### config.mk
export PLATFORM = sky130hd
export DESIGN_NAME = reqack_sequencer
export DESIGN_NICKNAME = d
export VERILOG_FILES = /design/src/rtl/reqack_pkg.sv /design/src/rtl/rr_arbiter.sv /design/src/rtl/reqack_sequencer.sv
export SDC_FILE = /design/constraint.sdc
export NUM_CORES = 1
export LEC_CHECK = 0
export ABC_AREA = 1
export CAP_MARGIN = 10
export CELL_PAD_IN_SITES_DETAIL_PLACEMENT = 1
export CELL_PAD_IN_SITES_GLOBAL_PLACEMENT = 2
export CORE_UTILIZATION = 27
export DETAILED_ROUTE_END_ITERATION = 8
export PLACE_DENSITY = 0.76
export SYNTH_ARGS = -nofsm -noshare
export SYNTH_HDL_FRONTEND = slang
export SYNTH_HIERARCHICAL = 1
export SYNTH_SLANG_ARGS = --single-unit
### constraint.sdc
create_clock -name clk -period 1.85 [get_ports clk]
set_input_delay 0.37 -clock clk [delete_from_list [all_inputs] [get_ports clk]]
set_output_delay 0.37 -clock clk [all_outputs]
set_load 0.02 [all_outputs]
### src/rtl/reqack_pkg.sv
// Shared types and constants for the round-robin req/ack sequencer.
package reqack_pkg;

  typedef enum logic [2:0] {
    ST_IDLE,
    ST_REQ,
    ST_WAIT,
    ST_DONE,
    ST_INTR,
    ST_TOUT
  } reqack_state_e;

  localparam int REQACK_MAX_ACK_DEFAULT = 5;
  localparam int REQACK_INTR_WIN        = 3;

endpackage

### src/rtl/rr_arbiter.sv
// Combinational round-robin search: first set request at or after ptr, wrapping.
module rr_arbiter #(
  parameter int N = 4
) (
  input  logic [N-1:0]         rq_i,
  input  logic [$clog2(N)-1:0] ptr,
  output logic [N-1:0]         gnt_next,
  output logic [$clog2(N)-1:0] idx_next
);

  localparam int IDX_W = $clog2(N);

  logic             found;
  logic [IDX_W-1:0] jj;

  // Walk the requesters starting at ptr and keep only the first hit.
  always_comb begin
    gnt_next = '0;
    idx_next = '0;
    found    = 1'b0;
    jj       = '0;
    for (int i = 0; i < N; i++) begin
      jj = IDX_W'((int'(ptr) + i) % N);
      if (!found && rq_i[jj]) begin
        found        = 1'b1;
        gnt_next[jj] = 1'b1;
        idx_next     = jj;
      end
    end
  end

endmodule

### src/rtl/reqack_sequencer.sv
// Shares one req/ack/done target among N requesters in round-robin order,
// with an ack timeout. All outputs are decoded from registered state.
module reqack_sequencer
  import reqack_pkg::*;
#(
  parameter int N       = 4,
  parameter int MAX_ACK = REQACK_MAX_ACK_DEFAULT
) (
  input  logic         clk,
  input  logic         reset,
  input  logic [N-1:0] rq_i,
  output logic [N-1:0] gnt_o,
  output logic [N-1:0] done_o,
  output logic         req,
  input  logic         ack,
  output logic         done,
  output logic         intrpt,
  output logic         timeout_err,
  output logic         busy
);

  localparam int IDX_W = $clog2(N);
  localparam int CNT_W = $clog2(MAX_ACK + 1);

  reqack_state_e    state_q;
  reqack_state_e    state_d;
  logic [IDX_W-1:0] ptr;
  logic [IDX_W-1:0] win_idx;
  logic [CNT_W-1:0] cnt;
  logic [N-1:0]     gnt_next;
  logic [IDX_W-1:0] idx_next;

  rr_arbiter #(
    .N(N)
  ) u_arb (
    .rq_i    (rq_i),
    .ptr     (ptr),
    .gnt_next(gnt_next),
    .idx_next(idx_next)
  );

  // State register.
  always_ff @(posedge clk or posedge reset) begin
    if (reset) begin
      state_q <= ST_IDLE;
    end else begin
      state_q <= state_d;
    end
  end

  // Next-state decode; ack only matters in WAIT, requests only in IDLE.
  always_comb begin
    state_d = state_q;
    unique case (state_q)
      ST_IDLE: if (|rq_i) state_d = ST_REQ;
      ST_REQ:  state_d = ST_WAIT;
      ST_WAIT: begin
        if (ack) begin
          state_d = ST_DONE;
        end else if (cnt == CNT_W'(MAX_ACK)) begin
          state_d = ST_TOUT;
        end
      end
      ST_DONE: state_d = ST_INTR;
      ST_INTR: state_d = ST_IDLE;
      ST_TOUT: state_d = ST_IDLE;
      default: state_d = ST_IDLE;
    endcase
  end

  // Cycles since req: zero during REQ, so it reads k in the k-th WAIT cycle; saturates.
  always_ff @(posedge clk or posedge reset) begin
    if (reset) begin
      cnt <= '0;
    end else if (state_q == ST_REQ || state_q == ST_WAIT) begin
      if (cnt != CNT_W'(MAX_ACK)) begin
        cnt <= cnt + CNT_W'(1);
      end
    end else begin
      cnt <= '0;
    end
  end

  // Grant latch and round-robin pointer; pointer moves past the winner when the transfer ends.
  always_ff @(posedge clk or posedge reset) begin
    if (reset) begin
      gnt_o   <= '0;
      win_idx <= '0;
      ptr     <= '0;
    end else begin
      if (state_q == ST_IDLE && (|rq_i)) begin
        gnt_o   <= gnt_next;
        win_idx <= idx_next;
      end else if (state_q == ST_INTR || state_q == ST_TOUT) begin
        gnt_o <= '0;
        ptr   <= (win_idx == IDX_W'(N - 1)) ? '0 : win_idx + IDX_W'(1);
      end
    end
  end

  assign req         = (state_q == ST_REQ);
  assign done        = (state_q == ST_DONE);
  assign intrpt      = (state_q == ST_INTR);
  assign timeout_err = (state_q == ST_TOUT);
  assign busy        = (state_q != ST_IDLE);
  assign done_o      = done ? gnt_o : '0;

endmodule
==> flow_summary.toml <==
[layout]
fillers = 568
antenna_cells = 0
multi_input_area_um2 = 815
final_cell_area_mm2 = 0.00167
ff_latch_area_um2 = 350
utilization_pct = 37.8
area_delta_synth_final_pct = 33.4
drive_above_1_share_pct = 22.6
nNetsFinal = 224

[worst_setup_path]
critPathLaunchType = "register"
crit_arrival_ns = 1.39
r2r_start = "ptr[1]"
required_ns = 1.48
cp-end-kind = "output pin"
startpoint = "state_q[2]"
critPathKind = "reg -> out"
critical_path_peak_fanout = 4

[die]
die_area_mm2 = 0.00492
pin_count = 20
start_util_pct = 28.4
coreArea_mm2 = 0.00441
row_count = 24
fp.dieH_um = 70.1
fp.dieW_um = 70.1

[sta]
whs_ns = 0.484
final_max_slew_viol_count = 0
setup_violations = 0
rsz0062_at_grt = "no"
fmax_mhz = 568
clock_skew_ns = 0.00306
fin_crit_sh_pct = 95.2
tightestPinTransition_ns = 0.576
period_minus_slack_ns = 1.76
max_slew_margin_pct = 61.6
tns_ns = 0
finalHoldViolCount = 0

[synth]
synthTopCellsByCount = "nand2_1, nand3_1, inv_1"
yosysMostFrequentCell = "nand2_1"
async_flop_share_pct = 100
synth_top_area_cell = "dfrtp_1"
synth_top_area_share_pct = 28.0
ys_seq_area_share_pct = 28.0
synth_cell_types = 28
synth_enable_flop_cells = 0
synthFlopType = "dfrtp_1"
synth.area.top_cells = "dfrtp_1, nand3_1, nand2_1"
ys_ff_latch = 14
syn_nets = 188
ys_warn_count = 6
syn_area_per_cell_um2 = 7.24
syn_area_mm2 = 0.00125
synthCells = 173

[cts]
path_clk_slew_ns = 0.06
cts_tree = "built"
clock_path_buffers = 2
cts.sink_count = 14
cts-root-buf = "clkbuf_8"
numCtsBuffers = 3
clk_latency_ns = 0.25
h-tree-depth = 1
cts_hold_buffers = 0

[routing]
drc_errors = 0
via_per_inst = 4.77
vias = 1240
routed_wl_um = 3550
drtPass1Iterations = 4
wl_per_cell_um = 13.6
drt_iter0_markers = 37
antenna_left = 0

[global_route]
grt_pass1_vias = 1291
grt_antenna_before_repair = 0
track_usage_pct = 15.0
grt_pass1_wl_um = 6040
grt_max_degree = 15
grt_overflow = 0

[power]
p_leak_uw = 0.000882
total_power_uw = 3120
peakVddDrop_v = 0.000638
power.density_mw_per_mm2 = 1870

[place]
dpl_cell_area_mm2 = 0.00157
dp_hpwl_um = 2820
place_congestion = 0.791
numPortBuffers = 19

[hold_path]
hold_class = "in -> async"

[status]
status = "complete, no violations"

[job]
drv_cap = 0
## metrics by stage
| step | instances | setup slack (ns) |
|---|---|---|
| 4_1_cts | 257 | 0.0106 |
| 3_5_place_dp | 253 | -0.120 |
| 2_1_floorplan | 173 | 0.0827 |
| 3_3_place_gp | 253 | -0.0960 |
| 5_1_grt | 260 | 0.00216 |
| 6_report | 260 | 0.0890 |
## cell usage in the layout, fill, tap and decap left out, types with 3 or more instances in the layout
cell type,netlist,final
nand2_1,37,36
nand3_1,35,34
inv_1,21,19
nor2_1,16,15
dfrtp_1,14,14
buf_4,0,12
clkdlybuf4s50_1,0,9
inv_2,5,7
ha_1,8,7
a21oi_1,6,5
dlygate4sd2_1,0,5
nand2_4,3,4
clkbuf_8,0,4
a21boi_0,4,4
nand2_2,3,3
nor2_4,1,3
clkbuf_2,0,3
## worst max-delay path, cell delays in order (launching register included)
cell	delay [ns]
dfrtp_1	0.43
nor3_4	0.25
inv_2	0.08
nor2_1	0.09
clkdlybuf4s15_1	0.30
## cell type report
type                            instances  share of cell area, %
Tap cell                               52                   3.90
Multi-Input combinational cell        131                   48.8
Timing Repair Buffer                   31                   15.7
Clock buffer                            4                   3.30
Sequential cell                        14                   21.0
Inverter                               28                   7.42
## registers in the layout, summed over array words and instances, names as in the netlist
| register | count |
|---|---|
| cnt | 3 |
| win_idx | 2 |
| ptr | 2 |
| gnt_o | 4 |
| state_q | 3 |
## final timing paths
kind | cells after the start | slack, ns | end
setup reg to reg | 11 | 0.16 | win_idx[0]
min in group clk | 2 | 0.49 | win_idx[1]
setup / recovery | 4 | 0.09 | done_o[2]
hold reg to reg | 2 | 0.49 | win_idx[1]
max in group asynchronous | 2 | 0.99 | gnt_o[2]
hold / removal | 2 | 0.48 | state_q[0]
## power by group
group          internal [µW]  leakage, µW  switching (µW)
clock                    189    0.0000288             111
sequential               425     0.000181            94.7
combinational            915     0.000673            1380
## cells by family (layout without fill, tap and decap cells)
| kind of cell | count (synthesis) | count (layout) | share of synthesized area (%) |
|---|---|---|---|
| DFF | 14 | 14 | 28.0 |
| xor gates and xnor gates | 2 | 2 | 1.40 |
| adders and majority gates | 8 | 8 | 7.99 |
| AOI/OAI and AO/OA | 16 | 16 | 7.59 |
| buffers and inverters | 29 | 63 | 10.8 |
| and+or+nand+nor | 104 | 105 | 44.3 |
## metal layers
layer	wire [µm]	GRT usage, %	vias up
met5	0	0	-
met3	40	2.16	0
li1	-	-	628
met1	1730	20.5	605
met4	0	1.56	0
met2	1770	25.9	7
## what timing repair did
item	4_1_cts	5_1_grt
buffers inserted	0	2
pin swaps	0	2
resized for setup	9	17
cloned	0	1
endpoints found under the setup margin	9	10
endpoints found under the hold margin	0	0
Note: power is estimated with default switching activity, not from simulation.
